==> config.mk <==
export PLATFORM = sky130hd
export DESIGN_NAME = fifo_wr_arbiter
export DESIGN_NICKNAME = d
export VERILOG_FILES = /design/src/rtl/fifo_arb_pkg.sv /design/src/rtl/fifo_wr_arbiter_rr_picker.sv /design/src/rtl/fifo_wr_arbiter.sv
export SDC_FILE = /design/constraint.sdc
export NUM_CORES = 1
export LEC_CHECK = 0
export ABC_CLOCK_PERIOD_IN_PS = 3020
export CAP_MARGIN = 0
export CORE_MARGIN = 2
export CORE_UTILIZATION = 37
export CTS_CLUSTER_SIZE = 14
export DETAILED_ROUTE_END_ITERATION = 7
export PLACE_DENSITY = 0.85
export SYNTH_ARGS = -nofsm -noshare
export SYNTH_HDL_FRONTEND = slang
export SYNTH_SLANG_ARGS = --single-unit
==> constraint.sdc <==
create_clock -name CLK_I -period 3.02 [get_ports CLK_I]
set_input_delay 0.604 -clock CLK_I [delete_from_list [all_inputs] [get_ports CLK_I]]
set_output_delay 0.604 -clock CLK_I [all_outputs]
set_load 0.02 [all_outputs]
==> src/rtl/fifo_arb_pkg.sv <==
// Shared types and constants for the FIFO write-port arbiter.
// The statistics feature is enabled with FIFO_ARB_STATS_EN.
package fifo_arb_pkg;

  typedef enum logic {
    IDLE  = 1'b0,
    GRANT = 1'b1
  } arb_state_t;

  localparam int STAT_W = 16;

  // Burst counter needs at least one bit even when every grant is one word long.
  function automatic int bc_width(input int maxburst);
    return (maxburst > 1) ? $clog2(maxburst) : 1;
  endfunction

endpackage

==> src/rtl/fifo_wr_arbiter_rr_picker.sv <==
// Combinational round-robin picker: first asserted request at or after start, wrapping.
// Shared by the idle-arbitration and release paths of fifo_wr_arbiter.
module rr_picker
  import fifo_arb_pkg::*;
#(
  parameter int NREQ = 4,
  parameter int IW   = $clog2(NREQ)
) (
  input  logic [NREQ-1:0] req,
  input  logic [IW-1:0]   start,
  output logic            found,
  output logic [IW-1:0]   pick
);

  always_comb begin
    int          idx;
    logic [IW-1:0] idx_v;
    found = 1'b0;
    pick  = '0;
    idx   = 0;
    idx_v = '0;
    for (int i = 0; i < NREQ; i++) begin
      idx = int'(start) + i;
      if (idx >= NREQ) idx = idx - NREQ;
      idx_v = IW'(idx);
      if (!found && req[idx_v]) begin
        found = 1'b1;
        pick  = idx_v;
      end
    end
  end

endmodule

==> src/rtl/fifo_wr_arbiter.sv <==
// Round-robin, burst-limited arbiter sharing one FIFO write port among NREQ requesters.
// Define FIFO_ARB_STATS_EN to add the accepted-word and full-stall counters.
module fifo_wr_arbiter
  import fifo_arb_pkg::*;
#(
  parameter int DATASIZE = 8,
  parameter int NREQ     = 4,
  parameter int MAXBURST = 4
) (
  input  logic                     CLK_I,
  input  logic                     RST_I,
  input  logic [NREQ-1:0]          REQ_I,
  input  logic [NREQ*DATASIZE-1:0] DATA_I,
  output logic [NREQ-1:0]          GNT_O,
  output logic [DATASIZE-1:0]      WDATA_O,
  output logic                     WINC_O,
  input  logic                     WFULL_I
`ifdef FIFO_ARB_STATS_EN
  ,
  output logic [STAT_W-1:0]        WORDS_O,
  output logic [STAT_W-1:0]        STALL_O
`endif
);

  localparam int IW = $clog2(NREQ);
  localparam int BW = bc_width(MAXBURST);

  arb_state_t    state_q, state_d;
  logic [IW-1:0] owner_q, owner_d;
  logic [IW-1:0] last_q, last_d;
  logic [BW-1:0] bc_q, bc_d;

  logic [IW-1:0] base, start, pick;
  logic          found, req_own, accept, burst_end, release_own;

  // After a release LAST becomes the old owner, so both paths search from base+1.
  always_comb begin
    base        = (state_q == GRANT) ? owner_q : last_q;
    start       = (base == IW'(NREQ - 1)) ? '0 : base + 1'b1;
    req_own     = REQ_I[owner_q];
    burst_end   = (bc_q == BW'(MAXBURST - 1));
    accept      = (state_q == GRANT) & req_own & ~WFULL_I & ~RST_I;
    release_own = (state_q == GRANT) & (~req_own | (~WFULL_I & burst_end));
  end

  rr_picker #(.NREQ(NREQ), .IW(IW)) u_picker (
    .req   (REQ_I),
    .start (start),
    .found (found),
    .pick  (pick)
  );

  always_comb begin
    state_d = state_q;
    owner_d = owner_q;
    last_d  = last_q;
    bc_d    = bc_q;
    case (state_q)
      IDLE: begin
        if (found) begin
          state_d = GRANT;
          owner_d = pick;
          bc_d    = '0;
        end
      end
      GRANT: begin
        if (release_own) begin
          last_d = owner_q;
          bc_d   = '0;
          if (found) owner_d = pick;
          else       state_d = IDLE;
        end else if (accept) begin
          bc_d = bc_q + 1'b1;
        end
      end
      default: state_d = IDLE;
    endcase
  end

  always_comb begin
    GNT_O   = '0;
    WDATA_O = '0;
    if (state_q == GRANT) begin
      GNT_O[owner_q] = 1'b1;
      WDATA_O        = DATA_I[owner_q*DATASIZE +: DATASIZE];
    end
    WINC_O = accept;
  end

  always_ff @(posedge CLK_I) begin
    if (RST_I) begin
      state_q <= IDLE;
      owner_q <= '0;
      last_q  <= IW'(NREQ - 1);
      bc_q    <= '0;
    end else begin
      state_q <= state_d;
      owner_q <= owner_d;
      last_q  <= last_d;
      bc_q    <= bc_d;
    end
  end

`ifdef FIFO_ARB_STATS_EN
  logic [STAT_W-1:0] words_q, stall_q;

  always_ff @(posedge CLK_I) begin
    if (RST_I) begin
      words_q <= '0;
      stall_q <= '0;
    end else begin
      if (accept) words_q <= words_q + 1'b1;
      if ((state_q == GRANT) && req_own && WFULL_I && (stall_q != '1))
        stall_q <= stall_q + 1'b1;
    end
  end

  assign WORDS_O = words_q;
  assign STALL_O = stall_q;
`endif

endmodule

==> impl_metrics.env, run 1 <==
export IMPL_run_status="finished, final reports clean"
export IMPL_crit_fanout=1
export IMPL_dp_cells=158
export IMPL_ys_seq_area_share_pct=19.3
export IMPL_postCtsResizedCells=0
export IMPL_max_slew_margin_rel_pct=75.3
export IMPL_use_met1_pct=24.9
export IMPL_hpwlAfterDp_um=2100
export IMPL_peakVddDrop_mv=0.308
export IMPL_instances_no_fill=162
export IMPL_overflow=0
export IMPL_yosys_warnings=0
export IMPL_place_congestion=0.893
export IMPL_final_core_util_pct=70.0
export IMPL_finalHoldViolCount=0
export IMPL_vias=866
export IMPL_required_ps=2420
export IMPL_ys_ff_latch=7
export IMPL_critical_path_max_stage_delay_ps=540
export IMPL_cts_sinks=7
export IMPL_drt_pass1_iter_count=4
export IMPL_grt_pass1_wl_um=4100
export IMPL_wl_per_cell_um=15.9
export IMPL_crit_top_cell="clkdlybuf4s50_1"
export IMPL_cap_violations=0
export IMPL_h_tree_depth=1
export IMPL_grt_pass1_vias=877
export IMPL_syn_avg_cell_area_um2=9.32
export IMPL_power_density_nw_per_um2=349
export IMPL_final_setup_tns_ps=0
export IMPL_worstSkewPairLatency_ps=260
export IMPL_clockRootBuffer="clkbuf_4"
export IMPL_fp_dieW_um=48.3
export IMPL_clk_pin_slew_worst_paths_ps=50
export IMPL_crit_type="input port to primary output"
export IMPL_cts_buffer_depth=2
export IMPL_final_area_um2=1330
export IMPL_vias_per_cell=5.35
export IMPL_rows=16
export IMPL_crit_buf_inv=2
export IMPL_ant_nets=0
export IMPL_drive_gt1_share_pct=17.0
export IMPL_reg2reg_from="state_q$_SDFF_PP0_"
export IMPL_layout_common_cells="clkdlybuf4s50_1, mux4_2, buf_4, and2_1, nor2_1"
export IMPL_worstHoldStart="bc_q[1]$_SDFFE_PP0P_"
export IMPL_grt_max_degree=15
export IMPL_path_delay_family="buffers and inverters"
export IMPL_wl_um=2570
export IMPL_synth_area_um2=727
export IMPL_ctsHoldBuffers=0
export IMPL_final_nets=176
export IMPL_p_int_uw=310
export IMPL_use_met3_pct=10.8
export IMPL_cts_tree="done"
export IMPL_synth_cells=78
export IMPL_maxSlewViolCount=0
export IMPL_setup_ws_ps=175
export IMPL_cp_slowest_cell="clkdlybuf4s50_1"
export IMPL_synthArstFlopShare_pct=0
export IMPL_cts_setup_buffers=0
export IMPL_startpoint="DATA_I[5]"
export IMPL_placed_cell_area_um2=1300
export IMPL_hp_class="flip-flop to flip-flop"
export IMPL_worst_pin_slew_ps=360
export IMPL_die_height_um=48.3
export IMPL_sequentialPowerShare_pct=24.9
export IMPL_worstSetupStartpointType="input port"
export IMPL_met2_usage_pct=39.4
export IMPL_synthFlopType="dfxtp_1"
export IMPL_comb_power_share_pct=56.3
export IMPL_coreArea_um2=1900
export IMPL_power_switching_uw=154
export IMPL_syn_nets=118
export IMPL_path_cells="clkdlybuf4s50_1 -> mux4_2 -> and2_1 -> clkdlybuf4s50_1"
export IMPL_num_io_pins=52
export IMPL_fin_crit_ps=2850
export IMPL_pre_cts_ws_ps=66.6
export IMPL_rsz0062_at_grt="no"
export IMPL_cts_buffers=3
export IMPL_diodes=0
export IMPL_period_share_pct=94.2
export IMPL_clkPwrFrac_pct=18.8
export IMPL_syn_to_final_growth_pct=83.1
export IMPL_report_final_setup_viol=0
export IMPL_synth_edf_count=0
export IMPL_power_leakage_nw=0.518
export IMPL_die_area_um2=2340
export IMPL_drtIter0Drc=22
export IMPL_max_freq_mhz=351
export IMPL_io_buffers=51
export IMPL_grt_busiest_layer="met2"
export IMPL_critPathCaptureType="primary output"
export IMPL_worstPathArrival_ps=2240
export IMPL_drc=0
export IMPL_track_usage_pct=23.2
export IMPL_yosysUniqueCellTypes=29
export IMPL_start_util_pct=38.2
export IMPL_mostFrequentLayoutCell="clkdlybuf4s50_1"
export IMPL_swShare_pct=33.2
export IMPL_clock_skew_ps=3.64
export IMPL_antenna_found_initial=0
==> routing by layer <==
layer	up-vias	wire length, um	part of all wire [%]
li1	409	-	-
met1	404	1010	39
met2	47	1230	48
met3	6	285	11
met4	0	52	2.0
met5	-	0	0
==> per-stage QoR <==
stage | hold slack, ps | power [mW]
global placement | 448 | 0.368
detailed placement | 455 | 0.380
finish | 461 | 0.465
floorplan | 433 | 0.261
CTS | 463 | 0.471
global route | 491 | 0.497
==> synth_stat cells (3+ instances only) <==
cell type	number	area share, %
mux4_2	9	28
nor3_1	6	4.1
a21oi_1	3	2.1
nor3b_1	4	4.1
and2_1	8	6.9
clkbuf_1	4	2.1
and3_1	3	2.6
dfxtp_1	7	19
nor2_1	8	4.1
nand2_1	3	1.5
==> sequential cells by signal, indices dropped and copies added, names as in the netlist <==
register	cells
bc_q	2
last_q	2
owner_q	2
state_q	1
==> power by group through the flow <==
stage | logic, mW | registers [mW] | clock network [mW]
finish | 0.262 | 0.116 | 0.0872
floorplan | 0.154 | 0.107 | 0
global route | 0.279 | 0.117 | 0.101
global placement | 0.251 | 0.117 | 0
CTS | 0.263 | 0.116 | 0.0922
detailed placement | 0.262 | 0.118 | 0
==> layout make-up <==
type | instances | area, um^2
repair buffers | 60 | 581
clock buffers | 4 | 26.3
flip-flops and latches | 7 | 140
inverters | 1 | 3.75
well taps | 27 | 33.8
fillers | 141 | 571
multi-input cells | 63 | 547
==> tightest hold or removal path, stage by stage (launching register included) <==
cell	delay [ps]
dfxtp_1	310
nand2_1	60
o2bb2ai_1	50
==> final timing paths <==
kind / to / cells past startpoint / slack, ps
setup / recovery: WDATA_O[5] / 4 / 170
hold reg to reg: bc_q[1]$_SDFFE_PP0P_ / 2 / 460
setup reg to reg: owner_q[1]$_SDFFE_PP0P_ / 5 / 1270
hold / removal: bc_q[1]$_SDFFE_PP0P_ / 2 / 460
==> cells by family after synthesis <==
kind of cell / Yosys count / share of synthesized area, %
compound gates: 12 / 12.9
mux: 11 / 30.6
fa+ha+maj: 1 / 1.72
buf+inv: 8 / 5.51
flops: 7 / 19.3
simple gates: 39 / 30.0
(Power assumes the default switching activity.)
==> inputs of run 2 (changes only) <==
--- a/config.mk
+++ b/config.mk
@@ -7,7 +7,6 @@
 export LEC_CHECK = 0
 export ABC_CLOCK_PERIOD_IN_PS = 3020
 export CAP_MARGIN = 0
-export CORE_MARGIN = 2
 export CORE_UTILIZATION = 37
 export CTS_CLUSTER_SIZE = 14
 export DETAILED_ROUTE_END_ITERATION = 7
==> run 2 against run 1 <==
  * Clock power rose by 0.7%
  * Sequential cell count unchanged
  * Combinational power increased by 2%
  * Largest cell class unchanged
==> impl_metrics.env, run 2 (synthesis gave the netlist of run 1 again) <==
export IMPL_ant_nets=0
export IMPL_worstSkewPairLatency_ps=260
export IMPL_worstSetupStartpointType="input port"
export IMPL_power_density_nw_per_um2=350
export IMPL_clock_skew_ps=1.79
export IMPL_mostFrequentLayoutCell="clkdlybuf4s50_1"
export IMPL_coreArea_um2=1780
export IMPL_drive_gt1_share_pct=17.6
export IMPL_crit_type="input port to primary output"
export IMPL_reg2reg_depth=6
export IMPL_max_freq_mhz=356
export IMPL_comb_power_share_pct=57.2
export IMPL_drtIter0Drc=18
export IMPL_grt_pass1_vias=799
export IMPL_clkPwrFrac_pct=18.8
export IMPL_track_usage_pct=23.5
export IMPL_fp_dieW_um=46.3
export IMPL_drt_pass1_iter_count=4
export IMPL_peakVddDrop_mv=0.195
export IMPL_max_slew_margin_rel_pct=74.5
export IMPL_antenna_found_initial=0
export IMPL_cts_buffers=3
export IMPL_reg2reg_from="owner_q[0]$_SDFFE_PP0P_"
export IMPL_fill_cells=120
export IMPL_regToRegSetupSlack_ps=1210
export IMPL_h_tree_depth=1
export IMPL_sequentialPowerShare_pct=24.0
export IMPL_clk_pin_slew_worst_paths_ps=50
export IMPL_vias=867
export IMPL_worst_pin_slew_ps=372
export IMPL_power_leakage_nw=0.523
export IMPL_report_final_setup_viol=0
export IMPL_cts_buffer_depth=2
export IMPL_place_congestion=0.839
export IMPL_die_height_um=46.3
export IMPL_cts_sinks=7
export IMPL_rows=15
export IMPL_io_buffers=51
export IMPL_grt_max_degree=15
export IMPL_ctsHoldBuffers=0
export IMPL_worstHoldStart="bc_q[1]$_SDFFE_PP0P_"
export IMPL_maxSlewViolCount=0
export IMPL_multi_input_area_um2=547
export IMPL_overflow=0
export IMPL_finalHoldViolCount=0
export IMPL_worstPathArrival_ps=2200
export IMPL_p_int_uw=313
export IMPL_r2r_end="owner_q[1]$_SDFFE_PP0P_"
export IMPL_layout_common_cells="clkdlybuf4s50_1, buf_4, mux4_2, and2_1, nor2_1"
export IMPL_cts_setup_buffers=0
export IMPL_drc=0
export IMPL_vias_per_cell=5.39
export IMPL_clockRootBuffer="clkbuf_4"
export IMPL_start_util_pct=40.8
export IMPL_run_status="finished, final reports clean"
export IMPL_wl_um=2470
export IMPL_rsz0062_at_grt="no"
export IMPL_diodes=0
export IMPL_hp_class="flip-flop to flip-flop"
export IMPL_die_area_um2=2150
export IMPL_syn_to_final_growth_pct=83.8
export IMPL_final_setup_tns_ps=0
export IMPL_wl_per_cell_um=15.4
export IMPL_cap_violations=0
export IMPL_min_to="bc_q[1]$_SDFFE_PP0P_"
export IMPL_crit_fanout=1
export IMPL_required_ps=2420
export IMPL_cts_tree="done"
export IMPL_seq_area_um2=140
export IMPL_hpwlAfterDp_um=2000
export IMPL_reg_top3="bc_q x2, last_q x2, owner_q x2"
export IMPL_period_share_pct=92.9
export IMPL_fin_crit_ps=2810
export IMPL_final_nets=177
export IMPL_swShare_pct=33.1
export IMPL_critPathCaptureType="primary output"
export IMPL_final_core_util_pct=74.9
export IMPL_whs_path_depth=2
export IMPL_grt_pass1_wl_um=3590
export IMPL_power_switching_uw=155
export IMPL_num_io_pins=52
export IMPL_power_total_uw=468
[run 2: worst max-delay path, cell delays in order]
cell and delay [ps]:
clkdlybuf4s50_1 420, mux4_2 470, and2_1 170, clkdlybuf4s50_1 530
[run 2: repair_timing]
item	CTS	global route
endpoints found under the setup margin	0	1
hold endpoints to repair	0	0
gates resized for setup	0	1
[run 2: power by group through the flow]
stage	clock, mW	sequential, mW	combinational [mW]
finish	0.0878	0.112	0.268
global route	0.0970	0.114	0.285
CTS	0.0891	0.113	0.269
detailed placement	0	0.114	0.268
global placement	0	0.114	0.258
floorplan	0	0.107	0.154
[run 2: cell type report]
| class | instances | area share (%) |
|---|---|---|
| clock buffer | 4 | 1.97 |
| inverter | 1 | 0.281 |
| multi-input combinational | 63 | 40.9 |
| sequential | 7 | 10.5 |
| tap | 25 | 2.34 |
| timing repair buffer | 61 | 44.0 |
[run 2: worst max path at each step]
| stage | start | to | slack [ps] | cells past startpoint |
|---|---|---|---|---|
| global placement | REQ_I[1] | WINC_O | 140 | 5 |
| detailed placement | REQ_I[1] | WINC_O | 70 | 5 |
| CTS | REQ_I[1] | WINC_O | 60 | 5 |
| floorplan | REQ_I[1] | WINC_O | 940 | 3 |
| finish | DATA_I[26] | WDATA_O[2] | 210 | 4 |
| global route | DATA_I[24] | WDATA_O[0] | 180 | 4 |
[run 2: layer usage]
layer	global-route usage [%]	wire [um]
met2	39.4	1150
met4	7.65	21
met5	0	0
met1	28.1	975
met3	7.06	329
[run 2: stage by stage]
step	cells	setup slack, ps	hold slack (ps)	cell area (um^2)
6_report	161	213	481	1340
5_1_grt	161	182	505	1340
4_1_cts	161	64.5	480	1330
3_5_place_dp	157	73.7	472	1310
3_3_place_gp	157	137	446	1310
2_1_floorplan	78	945	433	727
==> inputs of run 3 (changes only) <==
--- a/config.mk
+++ b/config.mk
@@ -7,10 +7,11 @@
 export LEC_CHECK = 0
 export ABC_CLOCK_PERIOD_IN_PS = 3020
 export CAP_MARGIN = 0
-export CORE_UTILIZATION = 37
-export CTS_CLUSTER_SIZE = 14
+export CORE_UTILIZATION = 38
+export CTS_BUF_LIST = sky130_fd_sc_hd__clkbuf_8
+export CTS_CLUSTER_SIZE = 30
 export DETAILED_ROUTE_END_ITERATION = 7
-export PLACE_DENSITY = 0.85
+export PLACE_DENSITY = 0.87
 export SYNTH_ARGS = -nofsm -noshare
 export SYNTH_HDL_FRONTEND = slang
 export SYNTH_SLANG_ARGS = --single-unit
==> run 3 against run 2 <==
  * Clock skew about the same
  * Count of clock-buffer cells in the layout down 1
  * First-iteration DRC count up 22%
  * Combinational power down 4%
  * Register-to-register slack better by 20 ps
  * Clock power up 46%
  * Critical path depth up 1
  * Sequential power up 7%
  * Critical path type unchanged
  * Largest cell class unchanged
  * Largest power group unchanged
==> impl_metrics.env, run 3 (synthesis gave the netlist of run 1 again) <==
export IMPL_fin_crit_ps=2980
export IMPL_report_final_setup_viol=0
export IMPL_comb_power_share_pct=50.8
export IMPL_die_area_um2=2090
export IMPL_power_leakage_nw=0.513
export IMPL_h_tree_depth=1
export IMPL_cap_violations=0
export IMPL_crit_top_cell="clkdlybuf4s50_1"
export IMPL_grt_pass1_vias=806
export IMPL_reg_top3="bc_q x2, last_q x2, owner_q x2"
export IMPL_fill_cells=138
export IMPL_drt_pass1_iter_count=4
export IMPL_power_switching_uw=157
export IMPL_regToRegSetupSlack_ps=1230
export IMPL_num_io_pins=52
export IMPL_max_freq_mhz=335
export IMPL_place_congestion=0.795
export IMPL_worstSkewPairLatency_ps=230
export IMPL_reg2reg_from="state_q$_SDFF_PP0_"
export IMPL_critPathCaptureType="primary output"
export IMPL_die_height_um=45.7
export IMPL_mostFrequentLayoutCell="clkdlybuf4s50_1"
export IMPL_power_total_uw=505
export IMPL_period_share_pct=98.8
export IMPL_layout_common_cells="clkdlybuf4s50_1, mux4_2, buf_4, and2_1, nor2_1"
export IMPL_crit_type="input port to primary output"
export IMPL_clockRootBuffer="clkbuf_8"
export IMPL_final_core_util_pct=76.5
export IMPL_clk_pin_slew_worst_paths_ps=40
export IMPL_overflow=0
export IMPL_maxSlewViolCount=0
export IMPL_clock_skew_ps=1.80
export IMPL_sequentialPowerShare_pct=23.8
export IMPL_worst_pin_slew_ps=533
export IMPL_final_nets=176
export IMPL_cp_slowest_cell="clkdlybuf4s50_1"
export IMPL_hp_class="flip-flop to flip-flop"
export IMPL_syn_to_final_growth_pct=85.7
export IMPL_crit_buf_inv=2
export IMPL_cts_sinks=7
export IMPL_ant_nets=0
export IMPL_path_delay_family="buffers and inverters"
export IMPL_finalHoldViolCount=0
export IMPL_track_usage_pct=24.3
export IMPL_drc=0
export IMPL_p_int_uw=348
export IMPL_antenna_found_initial=0
export IMPL_start_util_pct=41.2
export IMPL_cp_num_cells=5
export IMPL_wl_um=2450
export IMPL_drive_gt1_share_pct=17.8
export IMPL_coreArea_um2=1760
export IMPL_cts_buffers=3
export IMPL_grt_max_degree=15
export IMPL_required_ps=2420
export IMPL_clkPwrFrac_pct=25.4
export IMPL_vias_per_cell=5.37
export IMPL_grt_pass1_wl_um=3620
export IMPL_worstSetupStartpointType="input port"
export IMPL_fp_dieW_um=45.7
export IMPL_cts_tree="done"
export IMPL_io_buffers=51
export IMPL_run_status="finished, final reports clean"
export IMPL_critPathCapture="WINC_O"
export IMPL_drtIter0Drc=22
export IMPL_crit_fanout=5
export IMPL_max_slew_margin_rel_pct=64.4
export IMPL_diodes=0
export IMPL_reg2reg_depth=5
export IMPL_rows=15
export IMPL_peakVddDrop_mv=0.256
export IMPL_r2r_end="owner_q[1]$_SDFFE_PP0P_"
export IMPL_startpoint="REQ_I[1]"
export IMPL_cts_setup_buffers=0
export IMPL_vias=859
export IMPL_cts_buffer_depth=2
export IMPL_power_density_nw_per_um2=374
export IMPL_hpwlAfterDp_um=1920
export IMPL_critical_path_max_stage_delay_ps=650
export IMPL_swShare_pct=31.1
export IMPL_worstPathArrival_ps=2380
export IMPL_path_cells="clkdlybuf4s50_1 -> mux4_2 -> nand2_1 -> nor3_2 -> clkdlybuf4s50_1"
export IMPL_wl_per_cell_um=15.3
run 3: how the worst min path moves through the flow:
stage	depth (start not counted)	from	end	slack [ps]
after CTS	2	bc_q[1]$_SDFFE_PP0P_	bc_q[1]$_SDFFE_PP0P_	470
final	2	bc_q[1]$_SDFFE_PP0P_	bc_q[1]$_SDFFE_PP0P_	470
after detailed placement	2	bc_q[1]$_SDFFE_PP0P_	bc_q[1]$_SDFFE_PP0P_	470
after floorplan	2	bc_q[1]$_SDFFE_PP0P_	bc_q[1]$_SDFFE_PP0P_	430
after global routing	2	bc_q[1]$_SDFFE_PP0P_	bc_q[1]$_SDFFE_PP0P_	490
after global placement	2	bc_q[1]$_SDFFE_PP0P_	bc_q[1]$_SDFFE_PP0P_	450
run 3: per-layer routing:
| layer | GRT usage, % | share of wire [%] | vias to the layer above |
|---|---|---|---|
| met5 | 0 | 0 | - |
| met4 | 7.06 | 2.2 | 0 |
| met3 | 7.54 | 13 | 6 |
| met2 | 42.0 | 47 | 46 |
| met1 | 28.6 | 38 | 399 |
| li1 | - | - | 408 |
run 3: power by group through the flow:
stage	combinational (mW)	clock [mW]	sequential, mW
after floorplan	0.154	0	0.107
after global placement	0.247	0	0.121
after detailed placement	0.256	0	0.122
after CTS	0.257	0.131	0.120
after global routing	0.276	0.136	0.122
final	0.256	0.128	0.120
run 3: worst register-to-register path, stage by stage, from the launching register on:
cell and delay [ps]:
dfxtp_1 560, buf_4 240, mux2i_1 370, and3_1 250, nor3_1 60, a31o_1 210
run 3: area by class of cell:
cell class                      instances  area (um^2)  share of cell area [%]
Timing Repair Buffer                   60          578                    42.8
Multi-Input combinational cell         63          552                    40.9
Clock inverter                          1         3.75                   0.278
Clock buffer                            3         41.3                    3.06
Inverter                                1         3.75                   0.278
Sequential cell                         7          140                    10.4
Tap cell                               25         31.3                    2.32
run 3: what timing repair did:
action	in CTS	in global routing
hold buffers	0	0
resized for setup	0	1
endpoints found under the setup margin	0	1
run 3: stage by stage:
| stage | setup WS [ps] | setup TNS (ps) | cell area, um^2 | hold slack (ps) | instances |
|---|---|---|---|---|---|
| after CTS | 9.95 | 0 | 1350 | 472 | 160 |
| after global placement | 128 | 0 | 1300 | 448 | 156 |
| after floorplan | 945 | 0 | 727 | 433 | 78 |
| final | 35.5 | 0 | 1350 | 466 | 160 |
| after global routing | -40.2 | -40.2 | 1350 | 485 | 160 |
| after detailed placement | 10.6 | 0 | 1300 | 466 | 156 |
